File: src/rtl/load_store_unit.sv
// rtl/load_store_unit.sv - load/store unit: lane placement, misaligned split, load extension
module load_store_unit #(
    parameter int BUS_BYTES        = 4,
    parameter int ADDR_W           = 32,
    parameter bit ALLOW_MISALIGNED = 1'b1
) (
    input  logic                               clk,
    input  logic                               sync_rst,
    input  logic                               clk_en,
    input  logic                               req_valid,
    output logic                               req_ready,
    input  logic                               req_write,
    input  logic [2:0]                         req_fn3,
    input  logic [ADDR_W-1:0]                  req_addr,
    input  logic [31:0]                        req_wdata,
    input  logic                               req_lock,
    output logic                               mem_valid,
    input  logic                               mem_ready,
    output logic [ADDR_W-$clog2(BUS_BYTES)-1:0] mem_addr,
    output logic                               mem_write,
    output logic [8*BUS_BYTES-1:0]             mem_wdata,
    output logic [BUS_BYTES-1:0]               mem_mask,
    input  logic [8*BUS_BYTES-1:0]             mem_rdata,
    output logic                               mem_lock,
    output logic                               resp_valid,
    output logic [31:0]                        resp_data,
    output logic                               resp_fault
);
    localparam int OFF_W = $clog2(BUS_BYTES);
    localparam int WA_W  = ADDR_W - OFF_W;
    localparam int DW    = 8 * BUS_BYTES;

    typedef enum logic [1:0] {IDLE, BEAT0, BEAT1, RESP} state_t;

    state_t           state;
    logic             r_write;
    logic [2:0]       r_fn3;
    logic [OFF_W-1:0] r_off;
    logic [31:0]      r_wdata;
    logic             r_cross;
    logic [31:0]      r_acc;

    int          a_off, a_n, r_off_i, r_n;
    logic        a_cross, a_fault;
    logic [31:0] gathered;

    // Lane carrying request byte k in the given beat, or -1 if that byte is not in this beat.
    function automatic int lane_of(input int off, input int n, input int k, input logic second);
        int pos;
        pos = off + k;
        if (k >= n) return -1;
        if (second) return (pos >= BUS_BYTES) ? pos - BUS_BYTES : -1;
        return (pos < BUS_BYTES) ? pos : -1;
    endfunction

    function automatic logic [BUS_BYTES-1:0] beat_mask(input int off, input int n, input logic second);
        logic [BUS_BYTES-1:0] m;
        int lane;
        m = '0;
        for (int k = 0; k < 4; k++) begin
            lane = lane_of(off, n, k, second);
            if (lane >= 0) m = m | (BUS_BYTES'(1) << (BUS_BYTES - 1 - lane));
        end
        return m;
    endfunction

    function automatic logic [DW-1:0] beat_data(input int off, input int n, input logic [31:0] wd,
                                                input logic second);
        logic [DW-1:0] d;
        int lane;
        d = '0;
        for (int k = 0; k < 4; k++) begin
            lane = lane_of(off, n, k, second);
            if (lane >= 0) d = d | (DW'(8'(wd >> (8 * k))) << (8 * (BUS_BYTES - 1 - lane)));
        end
        return d;
    endfunction

    function automatic logic [31:0] gather(input logic [31:0] acc, input logic [DW-1:0] rd,
                                           input int off, input int n, input logic second);
        logic [31:0] v;
        int lane;
        v = acc;
        for (int k = 0; k < 4; k++) begin
            lane = lane_of(off, n, k, second);
            if (lane >= 0) v = v | (32'(8'(rd >> (8 * (BUS_BYTES - 1 - lane)))) << (8 * k));
        end
        return v;
    endfunction

    function automatic logic [31:0] extend(input logic [31:0] v, input logic [2:0] fn3);
        case (fn3[1:0])
            2'd0:    return fn3[2] ? {24'd0, v[7:0]} : {{24{v[7]}}, v[7:0]};
            2'd1:    return fn3[2] ? {16'd0, v[15:0]} : {{16{v[15]}}, v[15:0]};
            default: return v;
        endcase
    endfunction

    always_comb begin
        a_off    = int'(req_addr[OFF_W-1:0]);
        a_n      = 1 << req_fn3[1:0];
        a_cross  = (a_off + a_n) > BUS_BYTES;
        a_fault  = (req_fn3[1:0] == 2'd3) || (req_write && req_fn3[2]) ||
                   (!ALLOW_MISALIGNED && a_cross);
        r_off_i  = int'(r_off);
        r_n      = 1 << r_fn3[1:0];
        gathered = gather(r_acc, mem_rdata, r_off_i, r_n, state == BEAT1);
    end

    always_ff @(posedge clk) begin
        if (sync_rst) begin
            state      <= IDLE;
            req_ready  <= 1'b1;
            mem_valid  <= 1'b0;
            mem_addr   <= '0;
            mem_write  <= 1'b0;
            mem_wdata  <= '0;
            mem_mask   <= '0;
            mem_lock   <= 1'b0;
            resp_valid <= 1'b0;
            resp_data  <= '0;
            resp_fault <= 1'b0;
            r_write    <= 1'b0;
            r_fn3      <= '0;
            r_off      <= '0;
            r_wdata    <= '0;
            r_cross    <= 1'b0;
            r_acc      <= '0;
        end else if (clk_en) begin
            case (state)
                IDLE: if (req_valid && req_ready) begin
                    r_write   <= req_write;
                    r_fn3     <= req_fn3;
                    r_off     <= req_addr[OFF_W-1:0];
                    r_wdata   <= req_wdata;
                    r_cross   <= a_cross;
                    r_acc     <= '0;
                    req_ready <= 1'b0;
                    if (a_fault) begin
                        state      <= RESP;
                        resp_valid <= 1'b1;
                        resp_fault <= 1'b1;
                        resp_data  <= '0;
                    end else begin
                        state     <= BEAT0;
                        mem_valid <= 1'b1;
                        mem_lock  <= req_lock || a_cross;
                        mem_addr  <= req_addr[ADDR_W-1:OFF_W];
                        mem_write <= req_write;
                        mem_mask  <= beat_mask(a_off, a_n, 1'b0);
                        mem_wdata <= req_write ? beat_data(a_off, a_n, req_wdata, 1'b0) : '0;
                    end
                end
                BEAT0, BEAT1: if (mem_ready) begin
                    if (state == BEAT0 && r_cross) begin
                        state     <= BEAT1;
                        r_acc     <= gathered;
                        mem_addr  <= mem_addr + WA_W'(1);
                        mem_mask  <= beat_mask(r_off_i, r_n, 1'b1);
                        mem_wdata <= r_write ? beat_data(r_off_i, r_n, r_wdata, 1'b1) : '0;
                    end else begin
                        state      <= RESP;
                        mem_valid  <= 1'b0;
                        mem_lock   <= 1'b0;
                        mem_mask   <= '0;
                        mem_wdata  <= '0;
                        resp_valid <= 1'b1;
                        resp_fault <= 1'b0;
                        resp_data  <= r_write ? 32'd0 : extend(gathered, r_fn3);
                    end
                end
                RESP: begin
                    state      <= IDLE;
                    req_ready  <= 1'b1;
                    resp_valid <= 1'b0;
                    resp_fault <= 1'b0;
                    resp_data  <= '0;
                end
                default: state <= IDLE;
            endcase
        end
    end
endmodule

File: config.mk
export PLATFORM = sky130hd
export DESIGN_NAME = load_store_unit
export DESIGN_NICKNAME = d
export VERILOG_FILES = /design/src/rtl/load_store_unit.sv
export SDC_FILE = /design/constraint.sdc
export NUM_CORES = 1
export LEC_CHECK = 0
export ABC_AREA = 1
export ABC_CLOCK_PERIOD_IN_PS = 5900
export BUFFER_PORTS_ARGS = -buffer_cell sky130_fd_sc_hd__buf_2
export CORE_MARGIN = 2
export CORE_UTILIZATION = 55
export DETAILED_ROUTE_END_ITERATION = 12
export PLACE_DENSITY = 0.9
export SYNTH_ARGS = -nofsm -noshare
export SYNTH_HDL_FRONTEND = slang
export SYNTH_SLANG_ARGS = --single-unit
export TNS_END_PERCENT = 1
File: constraint.sdc
create_clock -name clk -period 5.9 [get_ports clk]
set_input_delay 0.885 -clock clk [delete_from_list [all_inputs] [get_ports clk]]
set_output_delay 0.885 -clock clk [all_outputs]
set_load 0.005 [all_outputs]
======== Word level (Yosys, flattened, before mapping) ========
Index checks and enable logic that the tools add are counted.
cells by class
  $add $sub $neg .......................... 24
  $mul .................................... 0
  divide/modulo/power cells ............... 0
  $lt $le $gt $ge ......................... 33
  equality and inequality tests ........... 11
  shifts and indexed selects .............. 22
  mux-type cells .......................... 292
  bitwise gates (word level) .............. 17
  reduce and logical (&&, ||, !) cells .... 19
operator list
  kind                                                            number
  2-to-1 mux 32 bit                                               142
  >= comparator 32 x 1 -> 1 bit, second input constant            12
  left shift 1 x 32 -> 4 bit, first input constant                8
  left shift 8 x 32 -> 32 bit                                     8
  subtractor 3 x 32 -> 32 bit, first input constant               8
  OR 32 bit                                                       7
  one-hot mux 32 bit (2 select lines)                             3
  2-to-1 mux 4 bit                                                42
  >= comparator 3 x 32 -> 1 bit, first input constant             4
  right shift 32 x 32 -> 8 bit                                    4
  2-to-1 mux 30 bit                                               4
  subtractor 3 x 29 -> 29 bit, first input constant               4
  one-hot mux 32 bit (3 select lines)                             1
  2-to-1 mux 1 bit                                                89
  >= comparator 1 x 32 -> 1 bit, first input constant             2
  >= comparator 2 x 32 -> 1 bit, first input constant             2
  left shift 1 x 2 -> 32 bit, first input constant                2
  one-hot mux 30 bit (2 select lines)                             1
  adder 3 x 32 -> 32 bit                                          1
  greater-than comparator 32 x 4 -> 1 bit, second input constant  1
  OR 32 x 16 -> 32 bit                                            1
  OR 32 x 24 -> 32 bit                                            1
  OR 32 x 8 -> 32 bit                                             1
  adder 30 x 1 -> 30 bit, second input constant                   1
  27 further kinds                                                69
word-level totals
  bits in registers ....................... 177
  bits in latches ......................... 0
  bits in writable memories ............... 0
  memory bits (read-only) ................. 0
  input port bits ......................... 106
  word-level logic and storage cells ...... 435
  memories ................................ 0

======== Longest topological paths before layout ========
Gate-level depths: netlist of run 1.
  depth after elaboration ................. 49
  depth in mapped cells ................... 16
  gate-level depth less buffers ........... 14

======== Worst setup path before layout of run 1 ========
OpenSTA, ideal clock, no wires.
  kind .................................... in2reg
  start ................................... in req_addr[1]
  end ..................................... reg mem_lock
  library setup time ...................... 132 ps
  arrival time ............................ 2575 ps
  required time ........................... 5768 ps
  path slack .............................. 3192 ps
  stages .................................. 10
  cells stage by stage .................... clkbuf_1 > inv_1 > buf_2 > buf_1 > fa_1 > inv_1 > o21ai_0 > o211ai_1 > o21ai_0 > a21oi_1
on the way
  word-level cells in the longest chain between the ends .. 6
RTL lines
  what                                     line  text
  start: declaration                       14    input logic [ADDR_W-1:0] req_addr,
  adder 3 x 32 -> 32 bit                   102   a_cross = (a_off + a_n) > BUS_BYTES;
  greater-than comparator 32 x 4 -> 1 bit  102
  logical OR 1 bit                         147   mem_lock <= req_lock || a_cross;
  2-to-1 mux 1 bit                         139   if (a_fault) begin
  2-to-1 mux 1 bit                         131   IDLE: if (req_valid && req_ready) begin
  one-hot mux 1 bit (2 select lines)       130   case (state)
  end signal: assignment                   147
  end: declaration                         24    output logic mem_lock,
Every way passes these cells. The select of a mux whose other input is x is not followed.
A chain may end at the register's enable or synchronous reset.

======== Final worst setup path of run 1 ========
  start ................................... reg state[1]
  end ..................................... reg mem_addr[7]
on the way
  word-level cells in the longest chain between the ends .. 4
  elaborated cells on any way between the ends .. 12
RTL lines
  what                                                                          line      text
  start: declaration                                                            35        state_t state;
  start signal: assignment                                                      112       state <= IDLE;
  start signal: assignment                                                      140       state <= RESP;
  start signal: assignment                                                      145       state <= BEAT0;
  equality test 2 bit / equality test 2 x 1 -> 1 bit (equally long branches)    130, 155
  OR reduction 2 bit / logical AND 1 bit (equally long branches)                130, 155
  inequality test 2 bit (no line) / nonzero test 2 bit (equally long branches)  -
  AND reduction 6 bit (no line)                                                 -
  end signal: assignment                                                        148       mem_addr <= req_addr[ADDR_W-1:OFF_W];
  end signal: assignment                                                        158       mem_addr <= mem_addr + WA_W'(1);
  end: declaration                                                              19        output logic [ADDR_W-$clog2(BUS_BYTES)-1:0] mem_addr,
Parallel ways exist; a longest one is shown, timed or not.

==> reports/metrics.csv, run 1 <==
stage,metric,value,unit
placed_design,Cells after DPL,1891,
placed_design,post-place setup slack,2070,ps
clocking,Longest Clk Path Bufs,2,
layout,most frequent cells in the layout,"364 x nand2_1, 209 x buf_2, 169 x dfxtp_1",
worst_hold_path,worst min path class,reg2reg,
synthesis,Mapped Area,10000,µm²
floorplan,total die area,19300,µm²
synthesis,synthesis-stage register bit count,169,
sta,clk_skew,13.1,ps
worst_setup_path,Worst Path Max Fanout,61,
power,Sw Pwr,1310,µW
synthesis,Netlist cell types,54,
clocking,total CTS buffers,17,
routing,Detail Route Antenna Nets,0,
clocking,post_cts resized,0,
layout,Synth-to-Final Area Change,15.9,%
routing,final wirelength,35.5,mm
layout,Multi-input gate area,5810,µm²
sta,"Hold Vio Cnt, Final",0,
synthesis,post-synthesis simple-gate area fraction,33.5,%
synthesis,sequential fraction of the synthesis area,33.7,%
worst_setup_path,Crit Path Class,reg2reg,
synthesis,Post-synth top flop,dfxtp_1,
synthesis,Synth area leader,dfxtp_1,
global_routing,vias in the first global route,10400,
layout,FF+latch area,3380,µm²
floorplan,Die Width,139,µm
clocking,Sink Count,169,
routing,Avg WL per Cell,18.4,µm
clocking,setup repair bufs after CTS,0,
placed_design,Detail Placement HPWL,25.4,mm
sta,Slew Limit Fails,0,
synthesis,Post-synth EDFFs,0,
global_routing,largest net degree at the start of global routing,62,
sta,Slew HR,22.9,%
clocking,CTS Hold Bufs,0,
layout,Fill cells,1688,
power,Comb power frac,27.8,%
routing,Via-to-Cell Ratio,6.01,
synthesis,syn avg cell area,6.54,µm²
sta,Final period util,65.9,%
routing,drt pass-1 iters,8,
layout,"most common cell after layout, fill and taps aside",nand2_1,
global_routing,total track usage,36.0,%
routing,routed via count,11600,
sta,setup violators final,0,
clocking,H-tree Lvls,4,
routing,DRT iter0 DRCs,1328,
floorplan,core box area,17900,µm²
power,clock share of power,33.0,%
clocking,Worst-Skew Late Latency,450,ps
synthesis,Compound-Gate Fraction of Synth Area,21.6,%
power,sequential power share,39.2,%
synthesis,Synth Instances,1533,
synthesis,fraction of registers with async set or reset after synthesis,0,%
layout,final std cells w/o fill,1924,
sta,Worst Tran Pin Value,1150,ps
worst_setup_path,CP endpoint kind,flop,
clocking,clock tree from TritonCTS,built,
global_routing,initial antenna violation count,1,
sta,worst setup margin,2010,ps
power,Int Pwr,2130,µW
synthesis,Synth Area in Adders,2.20,%
clocking,CTS root buf,clkbuf_16,
global_routing,first-pass GRT wire length,56.1,mm
floorplan,Initial Utilization,56.0,%
floorplan,I/O pin count,210,
placed_design,GPL Wtd Cong,1.05,
layout,Nets,1804,
sta,FMAX,0.257,GHz
synthesis,Post-Syn Nets,1656,
synthesis,mux share of post-synthesis cell area,0,%
power,Pwr per Cell Area,296,nW/µm²
synthesis,Yosys top cell area share,33.7,%
power,sw frac,38.2,%
global_routing,GR Overflow Total,0,
sta,Setup TNS,0,ps
worst_setup_path,CP Data Arrival Time,4280,ps
synthesis,Synth Area in XOR/XNOR,0.612,%
worst_setup_path,CP required,6290,ps
synthesis,Area contributors post-synth,"dfxtp_1 34%, nand2_1 14%, nand3_1 8.3%",
layout,share of cells above drive strength 1,18.4,%
power,Total Power,3440,µW
sta,unrepaired setup endpoints after global routing,no,
synthesis,main combinational cell family by area after synthesis,simple AND/OR/NAND/NOR gates,
power,maximum VDD drop,0.249,mV
power,Static Leak,0.00477,µW
placed_design,Port-buffer cells,209,
sta,minimum clock period,3890,ps
synthesis,Yosys Warn Count,0,
worst_setup_path,CP Launch Type,flop,
floorplan,num rows,49,
routing,number of remaining DRC errors,0,
floorplan,DIE HEIGHT,139,µm
clocking,Worst-path clk slew,80,ps
job,max-cap viol count,0,
run_status,status,"finished, final reports clean",
==> state kept, by name (all words and copies together) (netlist names) <==
name,count
resp_valid,1
mem_mask,4
r_off,2
r_fn3,3
resp_fault,1
mem_valid,1
mem_wdata,32
req_ready,1
resp_data,32
r_write,1
mem_lock,1
r_cross,1
mem_addr,30
r_acc,32
r_wdata,24
state,2
mem_write,1
==> worst paths after layout <==
check             cells past startpoint   startpoint  slack (ps)           to
setup / recovery                     11     state[1]        2010  mem_addr[7]
hold / removal                        2  r_wdata[26]         460  r_wdata[26]
setup reg to reg                     11     state[1]        2010  mem_addr[7]
hold reg to reg                       2  r_wdata[26]         460  r_wdata[26]
==> critical path: stages (launching register included) <==
cell and delay, ps:
dfxtp_1 400, inv_1 100, ha_2 360, buf_4 460, o21ai_1 180, nor2_4 900
nand2_4 490, inv_2 480, o21ai_0 160, a21oi_1 140, a21oi_1 50, nor2_1 90
==> Yosys cell counts, types with 7 or more instances <==
| master | instances |
|---|---|
| a31oi_1 | 23 |
| nand2_2 | 10 |
| a21oi_1 | 160 |
| a211oi_1 | 26 |
| buf_2 | 22 |
| o2111ai_1 | 7 |
| nor3_1 | 15 |
| nand3_1 | 167 |
| dfxtp_1 | 169 |
| o211ai_1 | 12 |
| inv_2 | 10 |
| nand4_1 | 13 |
| nor2_1 | 145 |
| nand3_2 | 11 |
| nand2_1 | 364 |
| ha_1 | 16 |
| inv_1 | 102 |
| clkbuf_1 | 52 |
| o21ai_0 | 125 |
==> kinds of logic after synthesis <==
group	after synthesis
compound gates	382
xor+xnor	7
fa+ha+maj	17
buf+inv	202
flops	169
simple gates	756
==> through the flow <==
stage	utilization (%)	hold WS [ps]	cell area, µm²
final	64.9	461	11600
after global routing	64.9	482	11600
after CTS	64.9	460	11600
after detailed placement	61.5	448	11000
after global placement	61.5	441	11000
after floorplan	-	430	10000
==> cell type report <==
class / count / area share [%]
sequential: 169 / 29.1
tap: 229 / 2.47
multi-input combinational: 1162 / 50.0
clock buffer: 17 / 3.66
antenna: 1 / 0.0215
clock inverter: 15 / 1.52
inverter: 116 / 3.79
timing repair buffer: 215 / 9.39
==> power groups by stage <==
stage	Sequential [µW]	Clock, µW	Combinational (µW)
detailed placement	1370	0	931
CTS	1340	1140	938
global route	1360	1190	1050
global placement	1370	0	918
floorplan	1350	0	655
finish	1350	1140	955
==> routing by layer <==
layer	global-route usage [%]	wire (µm)	vias up
met4	17.1	1720	0
met1	47.6	14100	5254
met3	6.22	3460	121
li1	-	-	5480
met2	57.4	16200	702
met5	0	0	-
No activity file was read; power rests on OpenSTA's default activity.
==> run 2: changes to the inputs <==
--- a/config.mk
+++ b/config.mk
@@ -6,7 +6,7 @@
 export NUM_CORES = 1
 export LEC_CHECK = 0
 export ABC_AREA = 1
-export ABC_CLOCK_PERIOD_IN_PS = 5900
+export ABC_CLOCK_PERIOD_IN_PS = 4000
 export BUFFER_PORTS_ARGS = -buffer_cell sky130_fd_sc_hd__buf_2
 export CORE_MARGIN = 2
 export CORE_UTILIZATION = 55
==> constraint.sdc (replaced) <==
create_clock -name clk -period 4 [get_ports clk]
set_input_delay 0.6 -clock clk [delete_from_list [all_inputs] [get_ports clk]]
set_output_delay 0.6 -clock clk [all_outputs]
set_load 0.005 [all_outputs]
==> run 2 against run 1 <==
Compared with the run above:
- core utilization is 0.37 points higher
- fmax grew 20%
- final cell count grew 0.26%
- via count rose by 0.71%
- register-to-register slack worse by 1200 ps
==> reports/metrics.csv, run 2 (synthesized netlist as in run 1, its figures left out) <==
stage,metric,value,unit
run_status,status,"finished, final reports clean",
placed_design,post-place setup slack,873,ps
sta,Slew Limit Fails,0,
sta,Final period util,80.8,%
power,Comb power frac,27.4,%
layout,Nets,1808,
power,Int Pwr,3360,µW
clocking,post_cts resized,0,
worst_setup_path,Max stage delay on crit path,490,ps
sta,setup violators final,0,
floorplan,total die area,19300,µm²
sta,minimum clock period,3230,ps
power,sequential power share,37.9,%
power,Pwr per Cell Area,447,nW/µm²
routing,DRT iter0 DRCs,1455,
placed_design,Cells after DPL,1895,
layout,final core occ,65.2,%
routing,number of remaining DRC errors,0,
floorplan,Die Width,139,µm
worst_setup_path,Most common cell on crit path,inv_1,
sta,Slew HR,20.6,%
clocking,CTS Hold Bufs,0,
worst_setup_path,CP Data Arrival Time,3590,ps
sta,unrepaired setup endpoints after global routing,no,
sta,clk_skew,12.3,ps
worst_setup_path,CP Launch Type,flop,
global_routing,first-pass GRT wire length,55.3,mm
worst_setup_path,CP bufs+invs,4,
power,Static Leak,0.00479,µW
placed_design,Port-buffer cells,209,
floorplan,num rows,49,
worst_setup_path,R2R cell count,11,
clocking,H-tree Lvls,4,
worst_setup_path,CP Depth,11,
routing,routed via count,11600,
worst_setup_path,"Cell Chain, Critical Path",inv_1 > ha_2 > inv_2 > or2_1 > nand2_1 > nor2_4 > buf_4 > inv_1 > nor2_1 > o21ai_0 > a21oi_1,
layout,most frequent cells in the layout,"364 x nand2_1, 209 x buf_2, 169 x dfxtp_1",
sta,"Hold Vio Cnt, Final",0,
sta,worst setup margin,768,ps
sta,FMAX,0.309,GHz
clocking,clock tree from TritonCTS,built,
routing,final wirelength,34.6,mm
sta,Worst Tran Pin Value,1190,ps
routing,Via-to-Cell Ratio,6.03,
floorplan,DIE HEIGHT,139,µm
worst_setup_path,Worst path top cell family by delay,buffers and inverters,
global_routing,initial antenna violation count,2,
global_routing,largest net degree at the start of global routing,77,
floorplan,I/O pin count,210,
routing,Avg WL per Cell,17.9,µm
job,max-cap viol count,0,
global_routing,vias in the first global route,10600,
clocking,CTS root buf,clkbuf_16,
power,clock share of power,34.6,%
clocking,Worst-Skew Late Latency,440,ps
layout,final std cells w/o fill,1929,
layout,Regs by FF count,"mem_wdata: 32 flops, r_acc: 32 flops, resp_data: 32 flops",
power,maximum VDD drop,0.335,mV
clocking,Worst-path clk slew,70,ps
floorplan,core box area,17900,µm²
floorplan,Initial Utilization,56.0,%
power,Sw Pwr,1860,µW
worst_setup_path,slowest CP cell,ha_2,
placed_design,Detail Placement HPWL,25.1,mm
layout,Synth-to-Final Area Change,16.5,%
clocking,total CTS buffers,17,
clocking,Longest Clk Path Bufs,2,
layout,"most common cell after layout, fill and taps aside",nand2_1,
worst_hold_path,hold path cells,3,
worst_setup_path,Worst Path Max Fanout,60,
layout,share of cells above drive strength 1,18.6,%
clocking,setup repair bufs after CTS,0,
global_routing,GR Overflow Total,0,
clocking,Sink Count,169,
routing,Detail Route Antenna Nets,0,
power,sw frac,35.6,%
global_routing,total track usage,35.1,%
worst_hold_path,worst min path class,in2reg,
worst_setup_path,CP endpoint kind,flop,
sta,Setup TNS,0,ps
routing,drt pass-1 iters,6,
worst_setup_path,CP required,4360,ps
worst_setup_path,Crit Path Class,reg2reg,
placed_design,GPL Wtd Cong,1.06,
[run 2: cell types whose count changed in the layout (fill, tap and decap cells not counted), moves of 4 or more]
cell       delta
bufinv_16     +4
inv_8         -5
buf_4         +4
inv_6         +4
clkinv_8      -4
[run 2: worst paths after layout]
path	start	to	slack [ps]
setup / recovery	state[0]	mem_lock	770
hold / removal	req_addr[3]	mem_addr[1]	430
setup reg to reg	state[0]	mem_lock	770
hold reg to reg	r_acc[6]	r_acc[6]	460
[run 2: tightest hold or removal path, cell delays in order]
cell and delay [ps]:
buf_2 100, nand2_1 50, a31oi_1 70
[run 2: through the flow]
| stage | hold WS (ps) | total power [µW] | instance area (µm²) |
|---|---|---|---|
| 2_1_floorplan | 430 | 2950 | 10000 |
| 3_3_place_gp | 440 | 3380 | 11000 |
| 3_5_place_dp | 442 | 3400 | 11000 |
| 4_1_cts | 427 | 5190 | 11700 |
| 5_1_grt | 426 | 5460 | 11700 |
| 6_report | 431 | 5220 | 11700 |
[run 2: power groups by stage]
stage,registers [µW],clock network [µW],logic (µW)
floorplan,1980,0,965
global placement,2010,0,1370
detailed placement,2010,0,1390
CTS,1980,1820,1400
global route,2000,1880,1580
finish,1980,1810,1430
[run 2: layer usage]
metal / up-vias / wire length [µm] / track usage, %
li1: 5498 / - / -
met1: 5310 / 13800 / 45.5
met2: 690 / 15600 / 56.1
met3: 141 / 3130 / 6.70
met4: 0 / 1990 / 17.9
met5: - / 0 / 0
[run 2: final cells by class]
type | count | area, µm²
fillers | 1613 | 6220
repair buffers | 219 | 1120
flip-flops and latches | 169 | 3380
clock inverters | 14 | 206
multi-input cells | 1162 | 5810
inverters | 116 | 440
well taps | 229 | 287
diodes | 2 | 5.00
clock buffers | 18 | 429
==> run 3: changes to the inputs <==
==> config.mk (replaced) <==
export PLATFORM = sky130hd
export DESIGN_NAME = load_store_unit
export DESIGN_NICKNAME = d
export VERILOG_FILES = /design/src/rtl/load_store_unit.sv
export SDC_FILE = /design/constraint.sdc
export NUM_CORES = 1
export LEC_CHECK = 0
export ABC_AREA = 0
export ABC_CLOCK_PERIOD_IN_PS = 2800
export BUFFER_PORTS_ARGS = -buffer_cell sky130_fd_sc_hd__buf_2
export CORE_MARGIN = 2
export CORE_UTILIZATION = 50
export DETAILED_ROUTE_END_ITERATION = 12
export PLACE_DENSITY = 0.87
export SYNTH_ARGS = -nofsm -noshare
export SYNTH_HDL_FRONTEND = slang
export SYNTH_SLANG_ARGS = --single-unit
export TNS_END_PERCENT = 1
==> constraint.sdc (replaced) <==
create_clock -name clk -period 2.8 [get_ports clk]
set_input_delay 0.42 -clock clk [delete_from_list [all_inputs] [get_ports clk]]
set_output_delay 0.42 -clock clk [all_outputs]
set_load 0.005 [all_outputs]
==> run 3 against run 2 <==
Compared with the run above:
- setup slack got worse by 530 ps
- global-route usage decreased by 4.7 points
- first-iteration DRC count fell by 8.3%
- critical path type unchanged
- clock-buffer cell count is 1 lower
- total power up 34%
- combinational power increased by 26%
- die area rose by 3.5%
==> reports/metrics.csv, run 3 <==
stage,metric,value,unit
run_status,status,"finished, final reports clean",
sta,Slew HR,36.1,%
synthesis,Post-synth top flop,dfxtp_1,
clocking,Sink Count,169,
placed_design,Cells after DPL,1563,
layout,final instance area,11300,µm²
floorplan,Initial Utilization,50.7,%
global_routing,vias in the first global route,9383,
worst_setup_path,CP required,3150,ps
global_routing,largest net degree at the start of global routing,87,
global_routing,initial antenna violation count,3,
power,Pwr per Cell Area,620,nW/µm²
global_routing,total track usage,30.4,%
clocking,total CTS buffers,17,
routing,number of remaining DRC errors,0,
worst_setup_path,Crit. Startpoint,state[0],
clocking,clock tree from TritonCTS,built,
sta,Final period util,91.6,%
synthesis,Yosys Warn Count,0,
worst_setup_path,CP endpoint kind,flop,
floorplan,total die area,20000,µm²
routing,Via-to-Cell Ratio,6.63,
routing,Detail Route Antenna Nets,0,
layout,share of cells above drive strength 1,23.2,%
synthesis,Synth Instances,1176,
layout,final std cells w/o fill,1595,
clocking,Longest Clk Path Bufs,2,
worst_hold_path,worst min path class,in2reg,
layout,Regs by FF count,"mem_wdata: 32 flops, r_acc: 32 flops, resp_data: 32 flops",
synthesis,Area contributors post-synth,"dfxtp_1 36%, a21oi_1 5.9%, nand2_1 5.3%",
synthesis,sequential fraction of the synthesis area,35.8,%
synthesis,Synth area leader,dfxtp_1,
worst_setup_path,reg2reg setup slack,240,ps
worst_setup_path,CP Data Arrival Time,2910,ps
floorplan,DIE HEIGHT,141,µm
synthesis,Post-synth top cells,"169 x dfxtp_1, 134 x nand2_1, 111 x a21oi_1",
clocking,setup repair bufs after CTS,0,
power,Comb power frac,25.8,%
layout,Nets,1471,
floorplan,num rows,50,
routing,met1 WL,12.5,mm
synthesis,Post-Syn Nets,1299,
clocking,H-tree Lvls,4,
floorplan,core box area,18600,µm²
worst_setup_path,Crit Path Class,reg2reg,
placed_design,GPL Wtd Cong,0.994,
layout,FF+latch area,3380,µm²
layout,Multi-input gate area,5540,µm²
routing,met3 wire len,3.70,mm
synthesis,fraction of registers with async set or reset after synthesis,0,%
worst_setup_path,CP Depth,8,
sta,clk_skew,9.48,ps
routing,final wirelength,31.6,mm
power,sw frac,33.2,%
global_routing,GR Overflow Total,0,
worst_setup_path,R2R cell count,8,
routing,DRT iter0 DRCs,1334,
job,max-cap viol count,0,
worst_setup_path,CP bufs+invs,2,
sta,minimum clock period,2560,ps
global_routing,first-pass GRT wire length,49.2,mm
worst_setup_path,Worst setup endpoint,resp_data[21],
synthesis,synthesis-stage register bit count,169,
synthesis,syn avg cell area,8.03,µm²
synthesis,Netlist cell types,75,
placed_design,Detail Placement HPWL,21.7,mm
sta,Setup TNS,0,ps
worst_setup_path,RR Startpoint,state[0],
routing,Avg WL per Cell,19.8,µm
worst_setup_path,Max stage delay on crit path,550,ps
sta,Worst Tran Pin Value,958,ps
routing,met2 WL,13.8,mm
worst_setup_path,"Cell Chain, Critical Path",inv_1 > ha_1 > mux2i_1 > o21ai_0 > a22oi_1 > a22oi_2 > buf_4 > o21ai_0,
clocking,CTS root buf,clkbuf_16,
power,sequential power share,39.4,%
floorplan,I/O pin count,210,
routing,routed via count,10600,
layout,Synth-to-Final Area Change,19.6,%
synthesis,Post-synth EDFFs,0,
sta,"Hold Vio Cnt, Final",0,
power,Int Pwr,4680,µW
power,Static Leak,0.00453,µW
worst_setup_path,r2r endpoint,resp_data[21],
synthesis,most numerous cell in the Yosys netlist,dfxtp_1,
clocking,Worst-Skew Late Latency,430,ps
floorplan,Die Width,141,µm
routing,drt pass-1 iters,7,
placed_design,placed inst area,10700,µm²
worst_setup_path,Most common cell on crit path,o21ai_0,
placed_design,Port-buffer cells,209,
power,clock share of power,34.8,%
sta,FMAX,0.390,GHz
worst_setup_path,Worst path top cell family by delay,compound AO/OA/AOI/OAI gates,
sta,setup violators final,0,
synthesis,Mapped Area,9440,µm²
routing,top layer in use,met5,
layout,"most common cell after layout, fill and taps aside",buf_2,
layout,Fill cells,1601,
worst_setup_path,slowest CP cell,mux2i_1,
worst_setup_path,CP Launch Type,flop,
power,Total Power,7000,µW
synthesis,Yosys top cell area share,35.8,%
worst_setup_path,Worst Path Max Fanout,16,
power,Sw Pwr,2320,µW
layout,most frequent cells in the layout,"208 x buf_2, 169 x dfxtp_1, 134 x nand2_1",
clocking,Worst-path clk slew,70,ps
sta,Slew Limit Fails,0,
sta,unrepaired setup endpoints after global routing,no,
power,maximum VDD drop,0.504,mV
[run 3: cell types whose count changed in the layout (fill, tap and decap cells not counted), sizes merged, moves of 24 or more]
cell,delta
a21oi,-50
buf,+28
inv,-88
mux2i,+24
nand2,-244
nand3,-143
nor2,-76
o21ai,-44
[run 3: per-stage QoR]
stage	hold slack (ps)	utilization, %	worst slack [ps]
floorplan	436	-	248
global placement	429	57.3	281
detailed placement	442	57.3	224
CTS	225	60.5	178
global route	234	60.6	37.9
finish	240	60.6	235
[run 3: how the worst min path moves through the flow]
stage / start / end / cells past startpoint
2_1_floorplan: r_wdata[10] / r_wdata[10] / 2
3_3_place_gp: resp_data[17] / resp_data[17] / 2
3_5_place_dp: resp_data[20] / resp_data[20] / 2
4_1_cts: req_wdata[24] / r_wdata[24] / 3
5_1_grt: req_wdata[25] / r_wdata[25] / 3
6_report: req_wdata[24] / r_wdata[24] / 3
[run 3: cell type report]
type / count / share of cell area (%)
Clock buffer: 17 / 3.77
Timing Repair Buffer: 247 / 12.1
Tap cell: 234 / 2.59
Clock inverter: 14 / 1.53
Multi-Input combinational cell: 882 / 49.0
Sequential cell: 169 / 30.0
Antenna cell: 1 / 0.0222
Inverter: 31 / 1.03
[run 3: kinds of logic (layout without fill, tap and decap cells)]
group / Yosys count / count (layout) / synth area share (%)
mux: 35 / 35 / 4.73
buf+inv: 125 / 309 / 5.68
simple gates: 380 / 380 / 19.2
other cells: 0 / 1 / 0
flops: 169 / 169 / 35.8
fa+ha+maj: 17 / 17 / 2.33
compound gates: 450 / 450 / 32.2
[run 3: routing by layer]
layer	vias up	track usage, %
li1	4801	-
met1	4882	40.4
met2	750	45.6
met3	133	7.76
met4	2	16.3
met5	-	0
[run 3: tightest hold or removal path, stage by stage]
cell     delay (ps)
buf_2           110
nand2_1          50
a21oi_1          50
[run 3: power groups by stage]
stage                     combinational [µW]  clock (µW)  sequential, µW
final                                   1800        2440            2760
after global routing                    1970        2540            2780
after CTS                               1760        2450            2750
after detailed placement                1750           0            2800
after global placement                  1710           0            2800
after floorplan                         1140           0            2780
[run 3: what timing repair did]
action | in CTS | in global routing
hold buffers | 0 | 0
endpoints found under the setup margin | 0 | 18
gates resized for setup | 0 | 2
